--- src/rtl/rename_ctrl_pkg.sv ---
// Shared rename-control types: lane count, free-count width, control FSM states.
// Latency: n/a (types and constants only).
// Backpressure: n/a. Lane count comes from the global MACHINE_WIDTH define.
`ifndef MACHINE_WIDTH
`define MACHINE_WIDTH 2
`endif

package rename_ctrl_pkg;
  localparam int MW  = `MACHINE_WIDTH;
  localparam int FCW = $clog2(MW + 1);
  // Recovery counter width; holds RECOV_CYCLES up to 15.
  localparam int RCW = 4;

  typedef enum logic [1:0] {
    RUN     = 2'd0,
    FLUSH   = 2'd1,
    RECOVER = 2'd2
  } RENAME_CTRL_STATE;
endpackage

--- src/rtl/rename_ctrl_if.sv ---
// Fetch-side and dispatch-side handshake bundle of the rename controller.
// Latency: n/a (wires only).
// Backpressure: rename_ready in, fetch_ready out; free_cnt limits PRN pops.
interface rename_ctrl_if;
  import rename_ctrl_pkg::*;

  logic [MW-1:0]  fetch_valid;
  logic [MW-1:0]  need_dest;
  logic [FCW-1:0] free_cnt;
  logic [MW-1:0]  rename_ready;
  logic [MW-1:0]  fetch_ready;
  logic [MW-1:0]  rename_valid;
  logic [MW-1:0]  prn_alloc;

  // Driven by fetch/decode, free list and dispatch models.
  modport master (
    output fetch_valid, need_dest, free_cnt, rename_ready,
    input  fetch_ready, rename_valid, prn_alloc
  );

  // The rename controller itself.
  modport slave (
    input  fetch_valid, need_dest, free_cnt, rename_ready,
    output fetch_ready, rename_valid, prn_alloc
  );
endinterface

--- src/rtl/rename_lane_grant.sv ---
// In-order lane grant: a lane passes only if all lower lanes pass and PRNs suffice.
// Latency: purely combinational.
// Backpressure: a blocked lane (not ready or out of PRNs) blocks every higher lane.
module rename_lane_grant
  import rename_ctrl_pkg::*;
(
  input  logic [MW-1:0]  fetch_valid,
  input  logic [MW-1:0]  need_dest,
  input  logic [MW-1:0]  rename_ready,
  input  logic [FCW-1:0] free_cnt,
  output logic [MW-1:0]  grant
);

  logic [FCW-1:0] dest_sum;
  logic           chain;

  // Running destination count over lanes 0..i, and a chain that breaks at the first blocked lane.
  always_comb begin
    grant    = '0;
    dest_sum = '0;
    chain    = 1'b1;
    for (int i = 0; i < MW; i++) begin
      dest_sum = dest_sum + FCW'(need_dest[i]);
      chain    = chain & fetch_valid[i] & rename_ready[i] & (dest_sum <= free_cnt);
      grant[i] = chain;
    end
  end

endmodule

--- src/rtl/rename_ctrl.sv ---
// Rename stage control: in-order lane grants, flush -> arch-state recovery sequencing.
// Latency: grants combinational; FLUSH 1 cycle then RECOV_CYCLES of recov_arch_st.
// Backpressure: all lanes closed while busy; optional perf counters via RENAME_CTRL_PERF_EN.
module rename_ctrl
  import rename_ctrl_pkg::*;
#(
  parameter int RECOV_CYCLES = 2
) (
  input  logic         clk,
  input  logic         rst_n,
  rename_ctrl_if.slave bus,
  input  logic         flush_req,
  output logic         recov_arch_st,
  output logic         rename_busy
`ifdef RENAME_CTRL_PERF_EN
  ,
  output logic [31:0]  stall_cycles,
  output logic [15:0]  flush_count
`endif
);

  localparam logic [RCW-1:0] RECOV_LOAD = RCW'(RECOV_CYCLES);

  RENAME_CTRL_STATE state_q, state_d;
  logic [RCW-1:0]   cnt_q, cnt_d;
  logic [MW-1:0]    grant;
  logic [MW-1:0]    valid_int;
  logic             run_open;

  rename_lane_grant u_grant (
    .fetch_valid  (bus.fetch_valid),
    .need_dest    (bus.need_dest),
    .rename_ready (bus.rename_ready),
    .free_cnt     (bus.free_cnt),
    .grant        (grant)
  );

  // State and recovery counter registers; recov_arch_st registered from next state.
  always_ff @(posedge clk or negedge rst_n) begin
    if (!rst_n) begin
      state_q       <= RUN;
      cnt_q         <= '0;
      recov_arch_st <= 1'b0;
    end else begin
      state_q       <= state_d;
      cnt_q         <= cnt_d;
      recov_arch_st <= (state_d == RECOVER);
    end
  end

  // Next state / counter; lanes open only in RUN without a same-cycle flush.
  always_comb begin
    state_d  = state_q;
    cnt_d    = cnt_q;
    run_open = 1'b0;
    unique case (state_q)
      RUN: begin
        if (flush_req) begin
          state_d = FLUSH;
        end else begin
          run_open = 1'b1;
        end
      end
      FLUSH: begin
        // A flush arriving here is redundant: recovery is about to start anyway.
        state_d = RECOVER;
        cnt_d   = RECOV_LOAD;
      end
      RECOVER: begin
        if (flush_req) begin
          cnt_d = RECOV_LOAD;
        end else if (cnt_q == RCW'(1)) begin
          state_d = RUN;
          cnt_d   = '0;
        end else begin
          cnt_d = cnt_q - RCW'(1);
        end
      end
      default: begin
        state_d = RUN;
        cnt_d   = '0;
      end
    endcase
  end

  // Lane outputs are the grants gated by the open window.
  always_comb begin
    valid_int        = run_open ? grant : '0;
    bus.rename_valid = valid_int;
    bus.fetch_ready  = valid_int;
    bus.prn_alloc    = valid_int & bus.need_dest;
    rename_busy      = (state_q != RUN);
  end

`ifdef RENAME_CTRL_PERF_EN
  // Saturating counters: lane-0 stall cycles in RUN, and flushes acted upon (RUN or RECOVER).
  always_ff @(posedge clk or negedge rst_n) begin
    if (!rst_n) begin
      stall_cycles <= '0;
      flush_count  <= '0;
    end else begin
      if ((state_q == RUN) && bus.fetch_valid[0] && !valid_int[0] && (stall_cycles != '1)) begin
        stall_cycles <= stall_cycles + 32'd1;
      end
      if (flush_req && (state_q != FLUSH) && (flush_count != '1)) begin
        flush_count <= flush_count + 16'd1;
      end
    end
  end
`endif

endmodule

--- src/flat_wrapper.sv ---
// flat-port wrapper written by rule: the top's interface ports become plain ports
module rename_ctrl_flat import rename_ctrl_pkg::*;
#(
  parameter int RECOV_CYCLES = 2
)
  (clk, rst_n, flush_req, recov_arch_st, rename_busy, bus_fetch_valid, bus_need_dest, bus_free_cnt, bus_rename_ready, bus_fetch_ready, bus_rename_valid, bus_prn_alloc);
  rename_ctrl_if bus_i ();
  input  logic clk;
  input  logic rst_n;
  input  logic flush_req;
  output logic recov_arch_st;
  output logic rename_busy;
  input wire logic [$bits(bus_i.fetch_valid)-1:0] bus_fetch_valid;
  input wire logic [$bits(bus_i.need_dest)-1:0] bus_need_dest;
  input wire logic [$bits(bus_i.free_cnt)-1:0] bus_free_cnt;
  input wire logic [$bits(bus_i.rename_ready)-1:0] bus_rename_ready;
  output wire logic [$bits(bus_i.fetch_ready)-1:0] bus_fetch_ready;
  output wire logic [$bits(bus_i.rename_valid)-1:0] bus_rename_valid;
  output wire logic [$bits(bus_i.prn_alloc)-1:0] bus_prn_alloc;
  assign bus_i.fetch_valid = bus_fetch_valid;
  assign bus_i.need_dest = bus_need_dest;
  assign bus_i.free_cnt = bus_free_cnt;
  assign bus_i.rename_ready = bus_rename_ready;
  assign bus_fetch_ready = bus_i.fetch_ready;
  assign bus_rename_valid = bus_i.rename_valid;
  assign bus_prn_alloc = bus_i.prn_alloc;
  rename_ctrl #(.RECOV_CYCLES(RECOV_CYCLES)) u_core (.clk(clk), .rst_n(rst_n), .bus(bus_i), .flush_req(flush_req), .recov_arch_st(recov_arch_st), .rename_busy(rename_busy));
endmodule
--- config.mk ---
export PLATFORM = sky130hd
export DESIGN_NAME = rename_ctrl_flat
export DESIGN_NICKNAME = d
export VERILOG_FILES = /design/src/rtl/rename_ctrl_pkg.sv /design/src/rtl/rename_ctrl_if.sv /design/src/rtl/rename_lane_grant.sv /design/src/rtl/rename_ctrl.sv /design/src/flat_wrapper.sv
export SDC_FILE = /design/constraint.sdc
export NUM_CORES = 1
export LEC_CHECK = 0
export ABC_AREA = 1
export ABC_CLOCK_PERIOD_IN_PS = 1900
export CELL_PAD_IN_SITES_DETAIL_PLACEMENT = 1
export CELL_PAD_IN_SITES_GLOBAL_PLACEMENT = 1
export CORE_MARGIN = 3
export CORE_UTILIZATION = 28
export DETAILED_ROUTE_END_ITERATION = 8
export PLACE_DENSITY = 0.81
export SETUP_SLACK_MARGIN = 0.1
export SLEW_MARGIN = 20
export SYNTH_ARGS = -nofsm -noshare
export SYNTH_HDL_FRONTEND = slang
export SYNTH_HIERARCHICAL = 1
export SYNTH_SLANG_ARGS = --single-unit
--- constraint.sdc ---
create_clock -name clk -period 1.9 [get_ports clk]
set_input_delay 0.38 -clock clk [delete_from_list [all_inputs] [get_ports clk]]
set_output_delay 0.38 -clock clk [all_outputs]
set_load 0.005 [all_outputs]
## Word level (Yosys, flattened, before mapping)

Cells that the tools add are included.

- ROM bits: 0
- Bits in latches: 0
- Word-level logic and storage cells: 29
- Memories: 0
- Register bits: 7
- Input bits: 11
- Bits in writable memories: 0
- Output and inout bits: 8

- Divide/modulo/power cells: 0
- Eq/ne operators: 4
- Bitwise operators: 6
- Reductions and logical operators: 2
- Muxes and demuxes: 10
- Shifts and indexed selects: 0
- $add $sub $neg: 2
- Multipliers: 0
- $lt $le $gt $ge: 2

Operators with widths:

| kind | number |
|---|---|
| $pmux 4 s3 | 1 |
| $mux 2 | 4 |
| $mux 4 | 2 |
| $pmux 2 s3 | 1 |
| $and 1x1->1 | 5 |
| $eq 2x2->1 const B | 2 |
| $eq 4x1->1 const B | 1 |
| $sub 4x1->4 const B | 1 |
| $add 1x1->2 | 1 |
| $and 2x2->2 | 1 |
| $eq 2x1->1 const B | 1 |
| $le 1x2->1 | 1 |
| $le 2x2->1 | 1 |
| $logic_not 2->1 | 1 |
| $mux 1 | 2 |
| $reduce_bool 2->1 | 1 |

## Depth between registers and ports, before layout

Gate-level depths: netlist (run 1).

- Word-level depth: 7
- Depth in mapped cells: 11
- Gate-level depth less buffers: 9

## Modules after synthesis

Netlist (run 1), hierarchy kept.

By module, submodules not included:

| module | seq. area each (sq um) | cells each | instances | area each (sq um) |
|---|---|---|---|---|
| rename_ctrl | 175.2 | 60 | 1 | 480.5 |
| rename_lane_grant | 0.0 | 24 | 1 | 132.6 |

## Worst setup path before layout (run 1)

No wires, ideal clock.

- Path kind: input -> output
- Start: input bus_need_dest[0]
- End: output bus_rename_valid[1]
- Path buffers: 2
- Arrival time: 1.535 ns
- Path slack: -0.015 ns
- Data required time: 1.520 ns
- Stages: 11
- Cells stage by stage: ha_1 inv_1 ha_1 nand2_1 inv_2 a21oi_1 nor2_1 buf_4 inv_1 nor2_1 buf_4

- Word-level cells in the longest chain between the ends: 6
- Elaborated cells on any way between the ends: 8
- Those cells by class: 1 x add/sub; 2 x order compare; 1 x mux; 4 x bitwise

RTL lines:

| what | line | RTL |
|---|---|---|
| start, declared | flat_wrapper.sv:14 | `input wire logic [$bits(bus_i.need_dest)-1:0] bus_need_dest;` |
| $le 1x2->1 | rename_lane_grant.sv:24 | `chain = chain & fetch_valid[i] & rename_ready[i] & (dest_sum <= free_cnt);` |
| $and 1x1->1 (3 in a row) | rename_lane_grant.sv:24 |  |
| $and 1x1->1 (*) | rename_lane_grant.sv:24 |  |
| named net u_core.u_grant.chain | rename_lane_grant.sv:15 | `logic chain;` |
| $mux 2 (*) | rename_ctrl.sv:88 | `valid_int = run_open ? grant : '0;` |
| end, declared | flat_wrapper.sv:18 | `output wire logic [$bits(bus_i.rename_valid)-1:0] bus_rename_valid;` |

Mark *: on every way through the listed nets, which the timed path passes. The rest lies on a longest branch.

## Final worst setup path (run 1)

- Start: input bus_need_dest[0]
- End: output bus_prn_alloc[1]

- Word-level cells in the longest chain between the ends: 7
- Elaborated cells on any way between the ends: 9
- Those cells by class: 1 x add/sub; 2 x order compare; 1 x mux; 5 x bitwise

RTL lines:

| what | line | RTL |
|---|---|---|
| $le 1x2->1 | rename_lane_grant.sv:24 |  |
| $and 1x1->1 (3 in a row) | rename_lane_grant.sv:24 |  |
| $and 1x1->1 (*) | rename_lane_grant.sv:24 |  |
| named net u_core.grant[1] | rename_ctrl.sv:26 | `logic [MW-1:0] grant;` |
| $mux 2 (*) | rename_ctrl.sv:88 |  |
| $and 2x2->2 (*) | rename_ctrl.sv:91 | `bus.prn_alloc = valid_int & bus.need_dest;` |
| end, declared | flat_wrapper.sv:19 | `output wire logic [$bits(bus_i.prn_alloc)-1:0] bus_prn_alloc;` |

Marked as above.

==> results.cfg, run 1 <==
[status]
status = finished, violations left
violations = setup timing

[power_and_ir_drop]
switching_share_pct = 41.9
switching_power_mw = 0.419
p_clk_share_pct = 12.9
intPower_mw = 0.582
vdd_drop_max_v = 0.000695
p_per_area_mw_per_mm2 = 1020
power_leakage_nw = 0.465
p_total_mw = 1.00
p_comb_share_pct = 63.0
power_frac_seq_pct = 24.1

[cts]
cts_tree = yes
clkSinkCount = 7
h-tree-depth = 1
cts_hold_buffers = 0
clockBufferDepth = 2
clk_latency_ns = 0.24
path_clk_slew_ns = 0.05
root_buffer = clkbuf_4
cts_buffers = 3

[grt]
grt_max_degree = 10
grt-ovfl-total = 0
grt_use_total_pct = 13.7
grt_pass1_vias = 709
antenna_found_initial = 0
grt_pass1_wl_mm = 2.86

[critical_path]
r2r-start = u_core/state_q[0]$_DFF_PN0_
end_kind = output pin
path_depth = 11
reg2reg_to = u_core/recov_arch_st$_DFF_PN0_
crit_path_start = bus_need_dest[0]
crit_family = adder cells
cp.arrival_ns = 1.57
cpMaxStageDelayCell = ha_4
r2r_slack_ns = 0.40
cp_data_required_time_ns = 1.52
worstPathCellList = buf_8, ha_4, inv_2, ha_4, nand2_2, inv_2, a21oi_2, nor2_2, inv_4, nor3b_2, buf_2
crit_end = bus_prn_alloc[1]
cp_num_buf_inv = 5
r2r_cells = 9
cp-start-kind = primary input
cp_max_fo = 2
crit_type = primary input to output pin
cp_slowest_stage_delay_ns = 0.25

[synthesis]
netlist_instances = 84
yosys.area.top_type = dfrtp_1
synth_most_common_cell = inv_1
yosysSeqAreaShare_pct = 28.6
yosys_warnings = 6
synth_nets = 105
synth_top_area_share_pct = 28.6
synth_common_cells = 17 x inv_1, 16 x nand2_1, 10 x ha_1
syn_area_um2 = 613
synth_seq_cells = 7
synth_cell_type_count = 21
synth-edff-count = 0
synth_area_leaders = dfrtp_1 29%, ha_1 20%, inv_1 10%
async_flop_share_pct = 100
syn_avg_cell_area_um2 = 7.30
ys.flop_type = dfrtp_1

[detailed_routing]
drc = 0
num_vias = 606
drt_wl_total_mm = 1.57
drt_iter0_drc = 2
antenna_left = 0
drt-wirelength-per-cell_um = 11.4
dr.pass1.iters = 3
viasPerCell = 4.39

[timing]
post-route-min-period_ns = 1.95
rsz0062_at_grt = true
fin_skew_ns = 0.000749
finalSetupTns_ns = -0.0484
slew_headroom_pct = 78.7
finalHoldViolCount = 0
setup_viol = 1
drv_slew = 0
worstMarginPinSlew_ns = 0.318
hold_ws_ns = 0.396
worst_slack_ns = -0.0484
clock.fmax_mhz = 513
finalCritPeriodShare_pct = 103

[cells_and_area]
drive_gt1_share_pct = 42.3
antennaDiodeCount = 0
fin_nets = 133
final_cells = 138
postLayoutCoreUtil_pct = 48.5
multi_input_area_um2 = 444
fin_area_um2 = 980
regArea_um2 = 175
area_growth_pct = 59.8
nFillCells = 251

[place]
port_buffers = 18
dp_hpwl_mm = 1.31
place_ws_ns = -0.964
gp_congestion = 0.831
place_inst = 133
dpl-instance-area_um2 = 888

[flow_run]
maxCapViolCount = 0

[min_path]
hold_class = primary input to async pin

[floorplanning]
core_area_mm2 = 0.00202
ios = 19
initial_utilization_pct = 30.3
die-area_mm2 = 0.00279
die_height_um = 52.8
die_w_um = 52.8
rows = 16
## sequential cells by signal, summed over array words and instances (netlist names)
register              flops
u_core/cnt_q              4
u_core/recov_arch_st      1
u_core/state_q            2
## worst reg2reg max path: cells and delay by family (launching register included)
family	cells	cell delay [ns]
AOI/OAI and AO/OA	2	0.29
adders and majority gates	1	0.16
buffers and inverters	4	0.41
DFF	1	0.37
and+or+nand+nor	2	0.15
## power groups by stage
stage / clock (mW) / combinational (mW) / sequential [mW]
final: 0.129 / 0.631 / 0.241
after global routing: 0.150 / 0.724 / 0.247
after CTS: 0.136 / 0.609 / 0.243
after detailed placement: 0 / 0.573 / 0.245
after global placement: 0 / 0.551 / 0.240
after floorplan: 0 / 0.335 / 0.243
## cell usage in the layout (no fill, tap or decap), types with 2 or more instances in the layout
cell type and count:
nor2_1 3, nand3_2 2, inv_2 7, nand2_2 2, buf_4 8, dfrtp_1 7
a21oi_1 3, a21oi_2 3, clkdlybuf4s15_2 2, buf_2 5, nand2_1 14, nor2_2 3
clkdlybuf4s50_1 5, ha_4 5, o21ai_1 2, dlygate4sd2_1 4, nor3b_2 2, inv_1 12
nand4_1 2, clkbuf_4 3, ha_1 5
## per-layer routing
metal  track usage, %  part of all wire [%]
met3             1.42                   4.1
met4             5.11                     0
met1             14.0                    37
met2             27.7                    59
met5                0                     0
## cells by family (layout without fill, tap and decap cells)
family / count (synthesis) / count (layout) / share of synthesized area (%)
xor gates and xnor gates: 1 / 1 / 1.43
buffers and inverters: 24 / 51 / 16.5
and+or+nand+nor: 32 / 32 / 24.1
AOI/OAI and AO/OA: 10 / 10 / 8.98
DFF: 7 / 7 / 28.6
adders and majority gates: 10 / 10 / 20.4
## worst min-delay path by stage
| stage | start | to | slack (ns) |
|---|---|---|---|
| after global placement | u_core/cnt_q[3]$_DFFE_PN0N_ | u_core/cnt_q[3]$_DFFE_PN0N_ | 0.53 |
| after floorplan | rst_n | u_core/cnt_q[0]$_DFFE_PN0N_ | 0.08 |
| final | rst_n | u_core/state_q[0]$_DFF_PN0_ | 0.40 |
| after detailed placement | u_core/cnt_q[3]$_DFFE_PN0N_ | u_core/cnt_q[3]$_DFFE_PN0N_ | 0.57 |
| after global routing | rst_n | u_core/cnt_q[1]$_DFFE_PN0N_ | 0.39 |
| after CTS | rst_n | u_core/cnt_q[1]$_DFFE_PN0N_ | 0.40 |
## cell type report
| cell class | instances | area share [%] |
|---|---|---|
| Tap cell | 27 | 3.45 |
| Sequential cell | 7 | 17.9 |
| Inverter | 21 | 8.30 |
| Timing Repair Buffer | 26 | 22.3 |
| Clock buffer | 4 | 2.68 |
| Multi-Input combinational cell | 53 | 45.3 |
## what timing repair did
item,CTS,global route
pin swaps,9,2
hold endpoints to repair,0,0
endpoints found under the setup margin,7,6
gates resized for setup,55,4
setup buffers,1,0
Note: power is estimated with default switching activity, not from simulation.
==> run 2: changes to the inputs <==
--- a/config.mk
+++ b/config.mk
@@ -7,12 +7,13 @@
 export LEC_CHECK = 0
 export ABC_AREA = 1
 export ABC_CLOCK_PERIOD_IN_PS = 1900
+export CAP_MARGIN = 40
 export CELL_PAD_IN_SITES_DETAIL_PLACEMENT = 1
 export CELL_PAD_IN_SITES_GLOBAL_PLACEMENT = 1
 export CORE_MARGIN = 3
 export CORE_UTILIZATION = 28
 export DETAILED_ROUTE_END_ITERATION = 8
-export PLACE_DENSITY = 0.81
+export PLACE_DENSITY_LB_ADDON = 0.08
 export SETUP_SLACK_MARGIN = 0.1
 export SLEW_MARGIN = 20
 export SYNTH_ARGS = -nofsm -noshare
==> run 2 against run 1 <==
  * The flow still finishes with violations (setup timing)
  * Wire length is 0.70% lower
  * Power is 1.2% higher
  * Non-clock buffer count is 3 higher
  * Critical path depth stayed put
  * Combinational power is 2% higher
  * Worst hold slack worse by 0.0074 ns
  * Register-to-register slack better by 0.03 ns
  * Setup slack worse by 0.0055 ns
  * Die area stayed put
  * Largest cell class unchanged
  * Largest power group unchanged
==> results.cfg, run 2 (same netlist as run 1, synthesis figures left out) <==
[floorplanning]
initial_utilization_pct = 30.3
die-area_mm2 = 0.00279
die_w_um = 52.8
die_height_um = 52.8
ios = 19
rows = 16
core_area_mm2 = 0.00202

[critical_path]
cp.arrival_ns = 1.57
crit_type = primary input to output pin
reg2reg_to = u_core/recov_arch_st$_DFF_PN0_
r2r_cells = 9
crit_family = adder cells
path_depth = 11
cp_num_buf_inv = 5
r2r_slack_ns = 0.43
cp-start-kind = primary input
worstPathCellList = buf_8, ha_4, inv_4, ha_4, nand2_2, inv_2, a21oi_2, nor2_2, inv_4, nor3b_2, buf_2
crit_path_start = bus_need_dest[0]
cp_data_required_time_ns = 1.52
end_kind = output pin
cpMaxStageDelayCell = ha_4
cp_max_fo = 2
r2r-start = u_core/state_q[0]$_DFF_PN0_
crit_end = bus_prn_alloc[1]
cp_slowest_stage_delay_ns = 0.26

[timing]
worst_slack_ns = -0.0539
worstMarginPinSlew_ns = 0.310
clock.fmax_mhz = 512
finalCritPeriodShare_pct = 103
fin_skew_ns = 0.00171
finalHoldViolCount = 0
rsz0062_at_grt = true
slew_headroom_pct = 79.3
setup_viol = 2
post-route-min-period_ns = 1.95
drv_slew = 0

[place]
place_ws_ns = -0.994
gp_congestion = 0.728
place_inst = 135
port_buffers = 18
dp_hpwl_mm = 1.31

[cells_and_area]
largestRegisters = u_core/cnt_q (4), u_core/state_q (2), u_core/recov_arch_st (1)
nFillCells = 258
area_growth_pct = 60.0
layout_commonest_cell = nand2_1
final_cell_mix = 14 x nand2_1, 13 x inv_1, 11 x buf_4, 7 x dfrtp_1, 6 x ha_1
antennaDiodeCount = 0
largest_register = u_core/cnt_q
largest_reg_flops = 4
drive_gt1_share_pct = 41.2
final_cells = 141
fin_nets = 136

[cts]
clk_latency_ns = 0.25
path_clk_slew_ns = 0.05
clkSinkCount = 7
clockBufferDepth = 2
root_buffer = clkbuf_4
cts_tree = yes
h-tree-depth = 1
cts_buffers = 3

[detailed_routing]
drt_wl_total_mm = 1.56
num_vias = 611
dr.pass1.iters = 2
antenna_left = 0
drt-wirelength-per-cell_um = 11.0
viasPerCell = 4.33
drt_iter0_drc = 5
drc = 0

[power_and_ir_drop]
power_leakage_nw = 0.483
p_per_area_mw_per_mm2 = 1030
vdd_drop_max_v = 0.000755

[grt]
busiest_layer = met2
grt_pass1_vias = 648
grt-ovfl-total = 0
grtUsageMet2_pct = 23.6
grt_max_degree = 10
grt_use_total_pct = 13.5
grt_util_met1_pct = 16.6
antenna_found_initial = 0
grt_pass1_wl_mm = 2.82
globalRouteMet3Util_pct = 5.13

[flow_run]
maxCapViolCount = 0

[min_path]
hold_class = primary input to async pin

[status]
status = finished, violations left
violations = setup timing
run 2: worst min-delay path by stage:
stage / startpoint / to / slack (ns)
after CTS: rst_n / u_core/cnt_q[3]$_DFFE_PN0N_ / 0.39
after detailed placement: u_core/cnt_q[3]$_DFFE_PN0N_ / u_core/cnt_q[3]$_DFFE_PN0N_ / 0.55
after global routing: rst_n / u_core/cnt_q[1]$_DFFE_PN0N_ / 0.40
final: rst_n / u_core/cnt_q[3]$_DFFE_PN0N_ / 0.39
after global placement: u_core/cnt_q[3]$_DFFE_PN0N_ / u_core/cnt_q[3]$_DFFE_PN0N_ / 0.53
after floorplan: rst_n / u_core/cnt_q[0]$_DFFE_PN0N_ / 0.08
run 2: where the power goes:
part	switching [mW]	internal, mW	leakage, nW	total (mW)
Clock	0.0499	0.0798	0.0150	0.130
Combinational	0.324	0.316	0.375	0.641
Sequential	0.0397	0.204	0.0924	0.243
run 2: routing by layer:
metal	share of wire, %	wire [um]
met5	0	0
met1	44	686
met2	52	805
met3	4.2	66
met4	0	0
run 2: area by class of cell:
class	count	area [um^2]	area share (%)
flip-flops and latches	7	175	17.9
clock buffers	4	26.3	2.68
inverters	21	83.8	8.55
well taps	27	33.8	3.44
repair buffers	29	235	24.0
multi-input cells	53	427	43.5
run 2: worst register-to-register path, stage by stage (launching register included):
cell	delay, ns
dfrtp_1	0.39
inv_1	0.12
ha_4	0.17
buf_4	0.11
inv_2	0.03
buf_4	0.15
o21ai_1	0.12
nand2_1	0.07
a21oi_2	0.13
nor2_1	0.07
run 2: what timing repair did:
action,4_1_cts,5_1_grt
buffers inserted,2,0
hold endpoints to repair,0,0
gates resized for setup,49,9
setup endpoints to repair,7,6
hold buffers,0,0
pin swaps,9,4
run 2: stage by stage:
| stage | hold WS [ns] | power (mW) | setup TNS, ns | utilization (%) | instance area [um^2] |
|---|---|---|---|---|---|
| after floorplan | 0.0844 | 0.577 | 0 | - | 648 |
| after global placement | 0.531 | 0.820 | -4.64 | 44.7 | 903 |
| after detailed placement | 0.554 | 0.833 | -4.84 | 44.7 | 903 |
| after CTS | 0.390 | 0.998 | -0.139 | 48.1 | 972 |
| after global routing | 0.401 | 1.14 | -0.249 | 48.5 | 981 |
| final | 0.389 | 1.01 | -0.0702 | 48.5 | 981 |
